<file path="src/rtl/rf_ctrl_pkg.sv">
// rf_ctrl_pkg: shared register-file controller state encoding, default widths and clog2 helper
package rf_ctrl_pkg;
  typedef enum logic {ST_ARB, ST_CLEAR} state_t;
  localparam int AW_DEF = 2;
  localparam int DW_DEF = 16;
  function automatic int clog2(input int n);
    int r;
    r = 0;
    while ((1 << r) < n) r++;
    return (r < 1) ? 1 : r;
  endfunction
endpackage

</file>
<file path="src/rtl/rr_arbiter.sv">
// rr_arbiter: one-hot grant of the first valid requester after ptr; fixed lowest-index priority when ARB_FIXED_PRIO_EN is defined
module rr_arbiter
  import rf_ctrl_pkg::*;
#(
  parameter int NREQ = 2,
  localparam int SW = clog2(NREQ)
) (
  input  logic [NREQ-1:0] valid,
`ifndef ARB_FIXED_PRIO_EN
  input  logic [SW-1:0]   ptr,
`endif
  output logic [NREQ-1:0] grant
);
`ifdef ARB_FIXED_PRIO_EN
  always_comb begin
    grant = '0;
    for (int i = NREQ - 1; i >= 0; i--)
      if (valid[i]) grant = NREQ'(1) << i;
  end
`else
  // Later iterations overwrite earlier ones, so ptr+1 (k=1) ends up highest priority.
  always_comb begin
    grant = '0;
    for (int k = NREQ; k >= 1; k--)
      if (valid[(int'(ptr) + k) % NREQ]) grant = NREQ'(1) << ((int'(ptr) + k) % NREQ);
  end
`endif
endmodule

</file>
<file path="src/rtl/rf_wr_arbiter.sv">
// rf_wr_arbiter: register-file write-port arbiter with bulk CLEAR; ARB_FIXED_PRIO_EN selects fixed priority
module rf_wr_arbiter
  import rf_ctrl_pkg::*;
#(
  parameter int NREQ = 2,
  parameter int AW = AW_DEF,
  parameter int DW = DW_DEF,
  localparam int SW = clog2(NREQ)
) (
  input  logic               clk,
  input  logic               reset,
  input  logic [NREQ-1:0]    req_valid,
  input  logic [NREQ*AW-1:0] req_addr,
  input  logic [NREQ*DW-1:0] req_data,
  output logic [NREQ-1:0]    req_ready,
  input  logic               clr_req,
  output logic               clr_busy,
  output logic               w_flag,
  output logic [AW-1:0]      w_add,
  output logic [DW-1:0]      w_data,
  output logic [SW-1:0]      w_src,
  output logic               w_clr
);
  localparam logic [AW:0] NCLR = {1'b1, {AW{1'b0}}};
  state_t state, state_nx;
  logic [AW:0] clr_cnt, clr_addr;
  logic [NREQ-1:0] grant;
  logic [SW-1:0] gidx;
  logic clr_wr, xfer;
`ifdef ARB_FIXED_PRIO_EN
  rr_arbiter #(.NREQ(NREQ)) u_arb (.valid(req_valid), .grant(grant));
`else
  logic [SW-1:0] rr_ptr;
  rr_arbiter #(.NREQ(NREQ)) u_arb (.valid(req_valid), .ptr(rr_ptr), .grant(grant));
`endif
  // Clear has priority: the clr_req cycle itself grants nothing.
  assign req_ready = (reset && state == ST_ARB && !clr_req) ? grant : '0;
  assign xfer = |req_ready;
  assign clr_busy = state == ST_CLEAR;
  always_comb begin
    gidx = '0;
    for (int i = 0; i < NREQ; i++)
      if (grant[i]) gidx = SW'(i);
  end
  // The first clear write is registered on the same edge that enters CLEAR.
  always_comb begin
    clr_wr = (state == ST_ARB) ? clr_req : (clr_cnt != NCLR);
    clr_addr = (state == ST_ARB) ? '0 : clr_cnt;
    state_nx = clr_wr ? ST_CLEAR : ST_ARB;
  end
  always_ff @(posedge clk or negedge reset) begin
    if (!reset) begin
      state <= ST_ARB;
      clr_cnt <= '0;
`ifndef ARB_FIXED_PRIO_EN
      rr_ptr <= SW'(NREQ - 1);
`endif
      w_flag <= 1'b0;
      w_add <= '0;
      w_data <= '0;
      w_src <= '0;
      w_clr <= 1'b0;
    end else begin
      state <= state_nx;
      if (clr_wr) begin
        clr_cnt <= clr_addr + 1'b1;
        w_flag <= 1'b1;
        w_add <= clr_addr[AW-1:0];
        w_data <= '0;
        w_src <= '0;
        w_clr <= 1'b1;
      end else begin
        w_flag <= xfer;
        w_clr <= 1'b0;
        if (xfer) begin
          w_add <= req_addr[int'(gidx)*AW +: AW];
          w_data <= req_data[int'(gidx)*DW +: DW];
          w_src <= gidx;
`ifndef ARB_FIXED_PRIO_EN
          rr_ptr <= gidx;
`endif
        end
      end
    end
  end
endmodule

</file>
<file path="config.mk">
export PLATFORM = sky130hd
export DESIGN_NAME = rf_wr_arbiter
export DESIGN_NICKNAME = d
export VERILOG_FILES = /design/src/rtl/rf_ctrl_pkg.sv /design/src/rtl/rr_arbiter.sv /design/src/rtl/rf_wr_arbiter.sv
export SDC_FILE = /design/constraint.sdc
export NUM_CORES = 1
export LEC_CHECK = 0
export ABC_AREA = 1
export CORE_ASPECT_RATIO = 1.1
export CORE_MARGIN = 3
export CORE_UTILIZATION = 41
export CTS_BUF_LIST = sky130_fd_sc_hd__clkbuf_4 sky130_fd_sc_hd__clkbuf_8
export DETAILED_ROUTE_END_ITERATION = 8
export PLACE_DENSITY = 0.82
export SYNTH_ARGS = -nofsm -noshare
export SYNTH_HDL_FRONTEND = slang
export SYNTH_HIERARCHICAL = 1
export SYNTH_SLANG_ARGS = --single-unit
</file>
<file path="constraint.sdc">
create_clock -name clk -period 1.7 [get_ports clk]
set_input_delay 0.17 -clock clk [delete_from_list [all_inputs] [get_ports clk]]
set_output_delay 0.17 -clock clk [all_outputs]
set_load 0.02 [all_outputs]
</file>
== Word level (Yosys, flattened, before mapping) ==
Cells that the tools add are included.

* Add/subtract/negate cells: 3
* Multiply operators: 0
* Divide/modulo/power cells: 0
* $lt $le $gt $ge: 2
* Equal/unequal tests: 1
* Shift-type cells: 4
* Muxes and demuxes: 20
* Bitwise logic cells: 4
* Reductions and logical operators: 6

{| class="wikitable"
|+ Operator list
! operator !! number
|-
| 1-bit by 32-bit left shift with 2-bit output, first input constant || 2
|-
| 16-bit two-way mux || 2
|-
| 32-bit by 6-bit indexed part select with 16-bit output || 1
|-
| 1-bit two-way mux || 12
|-
| 2-bit two-way mux || 5
|-
| 2-bit by 3-bit < comparator with 1-bit output, second input constant || 2
|-
| 4-bit by 3-bit indexed part select with 2-bit output || 1
|-
| 3-bit by 1-bit adder with 3-bit output, second input constant || 1
|-
| 3-bit two-way mux || 1
|-
| 3-bit inequality test, second input constant || 1
|-
| 1-bit adder, second input constant || 2
|-
| 1-bit AND, first input constant || 2
|-
| 1-bit logical AND || 2
|-
| 1-bit inverter || 2
|-
| 2-bit AND reduction || 1
|-
| 2-bit nonzero test || 1
|-
| 2-bit OR reduction || 1
|-
| 1-bit logical NOT || 1
|}

* Flip-flop bits (word level): 25
* Latch bits: 0
* RAM bits: 0
* Bits in read-only memories: 0
* Input port bits: 41
* Word-level logic and storage cells: 47
* Memories: 0

== Logic depth before layout (Yosys ltp) ==
* Depth in word-level cells: 11
* Depth in mapped cells: 8
* Gate-level depth less buffers: 7

== Modules after synthesis ==
Netlist, hierarchy kept.

{| class="wikitable"
|+ By module, submodules not included
! module !! instances !! cells an instance !! area each (µm²) !! seq. area each (µm²)
|-
| rf_wr_arbiter || 1 || 127 || 1267.5 || 626.9
|-
| rr_arbiter || 1 || 5 || 20.0 || 0.0
|}

== Least setup slack after synthesis ==
No wires, ideal clock.

* Path kind: reg2out
* From: register rr_ptr
* To: output port req_ready[1]
* Arrival: 1217 ps
* Path slack: 313 ps
* Stages on the path, launching flop included: 5
* Path buffers: 1
* Path through: dfstp_2 a21oi_1 buf_4 nand3_1 inv_1

* Longest elaborated chain between the ends: 7

{| class="wikitable"
|+ RTL lines
! what !! line !! text
|-
| from (decl) || rf_wr_arbiter.sv:33 || <nowiki>logic [SW-1:0] rr_ptr;</nowiki>
|-
| from (signal assigned) || rf_wr_arbiter.sv:56 || <nowiki>rr_ptr <= SW'(NREQ - 1);</nowiki>
|-
| from (signal assigned) || rf_wr_arbiter.sv:80 || <nowiki>rr_ptr <= gidx;</nowiki>
|-
| 1-bit adder || rr_arbiter.sv:25 || <nowiki>if (valid[(int'(ptr) + k) % NREQ]) grant = NREQ'(1) << ((int'(ptr) + k) % NREQ);</nowiki>
|-
| 1-bit two-way mux (not written as such) (3 in a row) || rr_arbiter.sv:25 ||
|-
| 2-bit two-way mux || rr_arbiter.sv:25 ||
|-
| 2-bit two-way mux * || rr_arbiter.sv:25 ||
|-
| via grant[1] || rf_wr_arbiter.sv:27 || <nowiki>logic [NREQ-1:0] grant;</nowiki>
|-
| 2-bit two-way mux * || rf_wr_arbiter.sv:37 || <nowiki>assign req_ready = (reset && state == ST_ARB && !clr_req) ? grant : '0;</nowiki>
|-
| to (decl) || rf_wr_arbiter.sv:15 || <nowiki>output logic [NREQ-1:0] req_ready,</nowiki>
|}

The timed path passes the listed nets; every way through them passes the cells marked *. The select of a mux whose other input is x is not followed.

== Worst setup path in the final report ==
* From: register rr_ptr
* To: register w_data[15]

* Longest elaborated chain between the ends: 10

{| class="wikitable"
|+ RTL lines
! what !! line !! text
|-
| 1-bit adder || rr_arbiter.sv:25 ||
|-
| 1-bit two-way mux (not written as such) (3 in a row) || rr_arbiter.sv:25 ||
|-
| 2-bit two-way mux || rr_arbiter.sv:25 ||
|-
| 2-bit two-way mux * || rr_arbiter.sv:25 ||
|-
| via grant[1] || rf_wr_arbiter.sv:27 ||
|-
| 1-bit two-way mux || rf_wr_arbiter.sv:43 || <nowiki>if (grant[i]) gidx = SW'(i);</nowiki>
|-
| 32-bit by 6-bit indexed part select with 16-bit output || rf_wr_arbiter.sv:77 || <nowiki>w_data <= req_data[int'(gidx)*DW +: DW];</nowiki>
|-
| 16-bit two-way mux || rf_wr_arbiter.sv:75 || <nowiki>if (xfer) begin</nowiki>
|-
| 16-bit two-way mux || rf_wr_arbiter.sv:65 || <nowiki>if (clr_wr) begin</nowiki>
|-
| to (signal assigned) || rf_wr_arbiter.sv:77 ||
|-
| to (decl) || rf_wr_arbiter.sv:20 || <nowiki>output logic [DW-1:0] w_data,</nowiki>
|}

Marked as above.
A chain may end at the register's enable or synchronous reset.

==> results_dict.tcl <==
set metrics [dict create \
    syn_nets 174 \
    worstSkewPairLatency_ps 310 \
    crit_family "flip-flops" \
    dieArea_um2 3850 \
    drive_above_1_share_pct 11.9 \
    root_buffer "clkbuf_4" \
    placed_cells 230 \
    dp_hpwl_um 2620 \
    r2r-start "rr_ptr" \
    max_cap_viol_count 0 \
    synth-xor-area-share_pct 0.680 \
    p_leak_uw 0.000921 \
    power_density_nw_per_um2 949 \
    postCtsHoldBufs 0 \
    crit_start "rr_ptr" \
    hold_path_class "in2async" \
    cp.required_ps 1940 \
    grt_max_degree 34 \
    start_kind "register" \
    cts_tree "built" \
    post-cts-setup-buffers 0 \
    max_freq_ghz 0.627 \
    finalHoldViolCount 0 \
    synth.mux.area_fraction_pct 12.4 \
    worstSetupPathType "reg2reg" \
    die_h_um 64.8 \
    synth_top_family_by_area "simple AND/OR/NAND/NOR gates" \
    crit_arrival_ps 1840 \
    synth_warnings 6 \
    final_cells 234 \
    synth_area_per_cell_um2 9.75 \
    yosysUniqueCellTypes 20 \
    htree_levels 1 \
    cp_max_fo 33 \
    tightest_slew_ps 333 \
    core_region_area_um2 2880 \
    post_dp_cell_area_um2 1970 \
    critPathMaxStageDelay_ps 580 \
    status "finished clean" \
    synth-seq-cells 25 \
    nets 244 \
    rsz0062_at_grt "false" \
    track_usage_pct 18.0 \
    syn_to_final_growth_pct 55.3 \
    num_vias 1159 \
    synth-simple-area-share_pct 18.9 \
    cts.clk_slew.worst_paths_ps 130 \
    crit_chain "a21oi_2, buf_4, o211ai_4, buf_12, nand3_1, o21ai_1" \
    synth-compound-area-share_pct 9.33 \
    min_period_over_period_pct 93.8 \
    drc 0 \
    drt-total-wl_um 3280 \
    boundaryPins 65 \
    grt_pass1_vias 1193 \
    peakVddDrop_uv 720 \
    relSlewSlack_pct 77.8 \
    first_pass_iters 4 \
    cp_num_buf_inv 2 \
    setup_viol 0 \
    fp-row-count 20 \
    io_buffers 64 \
    place.gp.congestion 0.818 \
    cts_buffers 3 \
    slowest_stage "dfstp_2" \
    finalInstanceArea_um2 2000 \
    grt_antenna_before_repair 0 \
    die_w_um 59.4 \
    grt_overflow_total 0 \
    synth.cell_area_um2 1290 \
    clock-sinks 25 \
    diodes 0 \
    endpoint_kind "register" \
    drtAntennaViolNets 0 \
    vias_per_cell 4.95 \
    skew_ps 1.66 \
    synth_adder_area_share_pct 0.972 \
    finalCriticalPeriod_ps 1590 \
    final_max_slew_viol_count 0 \
    initial_core_util_pct 44.7 \
    clock_path_buffers 2 \
    drt_iter0_drc 42 \
    seq_area_frac_synth_pct 48.7 \
    syn_inst 132 \
    avgRoutedWirePerCell_um 14.0 \
    grt_pass1_wl_um 5310 \
]
## stage by stage
step / hold WS [ps] / setup TNS (ps) / total power (uW) / worst slack, ps / utilization [%]
after global routing: 308 / 0 / 2050 / 11.3 / 69.5
after global placement: 471 / -91.3 / 1620 / -57.2 / 68.5
final: 303 / 0 / 1900 / 106 / 69.5
after CTS: 301 / 0 / 1920 / 25.1 / 69.5
after detailed placement: 482 / -756 / 1650 / -107 / 68.5
after floorplan: -126 / 0 / 1330 / 313 / -
## cells in the mapped netlist (all sizes together)
cell type,n,area (um^2)
nand3,22,110
ha,1,12.5
dfstp,1,26.3
nor2,5,26.3
nand2,25,106
dfrtp,24,601
o21ai,17,88.8
mux2i,16,160
buf,8,82.6
o211ai,1,21.3
a21oi,2,10.0
inv,9,33.8
xor2,1,8.76
## cell families after synthesis
kind of cell | count (synthesis)
buf+inv | 17
compound gates | 20
fa+ha+maj | 1
flops | 25
mux | 16
xor+xnor | 1
simple gates | 52
## placed cells by master, fill, tap and decap left out, drive strengths merged
cell type / instances
inv: 9
dfstp: 1
clkbuf: 4
dlymetal6s2s: 2
buf: 10
a21oi: 2
nor2: 5
clkdlybuf4s50: 60
nand3: 22
nand2: 25
o211ai: 1
ha: 1
dlygate4sd2: 1
o21ai: 17
dfrtp: 24
mux2i: 16
xor2: 1
## final timing paths
path                               to  slack [ps]  cells past startpoint
max                        w_data[15]         110                      6
min                         w_data[4]         300                      2
max reg2reg                w_data[15]         110                      6
min reg2reg                    rr_ptr         500                      2
max in group asynchronous      rr_ptr        1170                      2
min in group clk            w_data[8]         480                      3
## flip-flops by register name, indices dropped and copies added, names as in the netlist
register / flops
w_data: 16
clr_busy: 1
clr_cnt: 3
w_src: 1
w_flag: 1
w_add: 2
rr_ptr: 1
## worst register-to-register path, delay by kind of cell (launching register included)
family / cells / cell delay [ps]
AO/OA/AOI/OAI: 3 / 410
buffers and inverters: 2 / 440
flip-flops: 1 / 580
AND/OR/NAND/NOR: 1 / 100
## layout make-up
cell class,instances,area [um^2]
multi-input combinational,90,548
clock buffer,4,30.0
timing repair buffer,73,719
sequential,25,627
inverter,9,33.8
fill,239,878
tap,33,41.3
## power by group
part | leakage (uW) | internal, uW | switching [uW] | total, uW
registers | 0.000326 | 716 | 73.2 | 789
logic | 0.000576 | 387 | 447 | 834
clock network | 0.0000184 | 107 | 167 | 274
total | 0.000921 | 1210 | 688 | 1900
## layer usage
metal / up-vias / wire length, um / part of all wire, % / global-route usage (%)
met5: - / 0 / 0 / 0
met4: 0 / 20 / 0.61 / 5.10
met3: 2 / 208 / 6.3 / 3.59
met2: 38 / 1790 / 54 / 31.1
met1: 539 / 1270 / 39 / 22.2
li1: 580 / - / - / -
## repair_timing
| action | in CTS | in global routing |
|---|---|---|
| endpoints found under the setup margin | 2 | 3 |
| resized for setup | 4 | 3 |
| hold endpoints to repair | 0 | 0 |
Power figures use the tool's default switching activity.
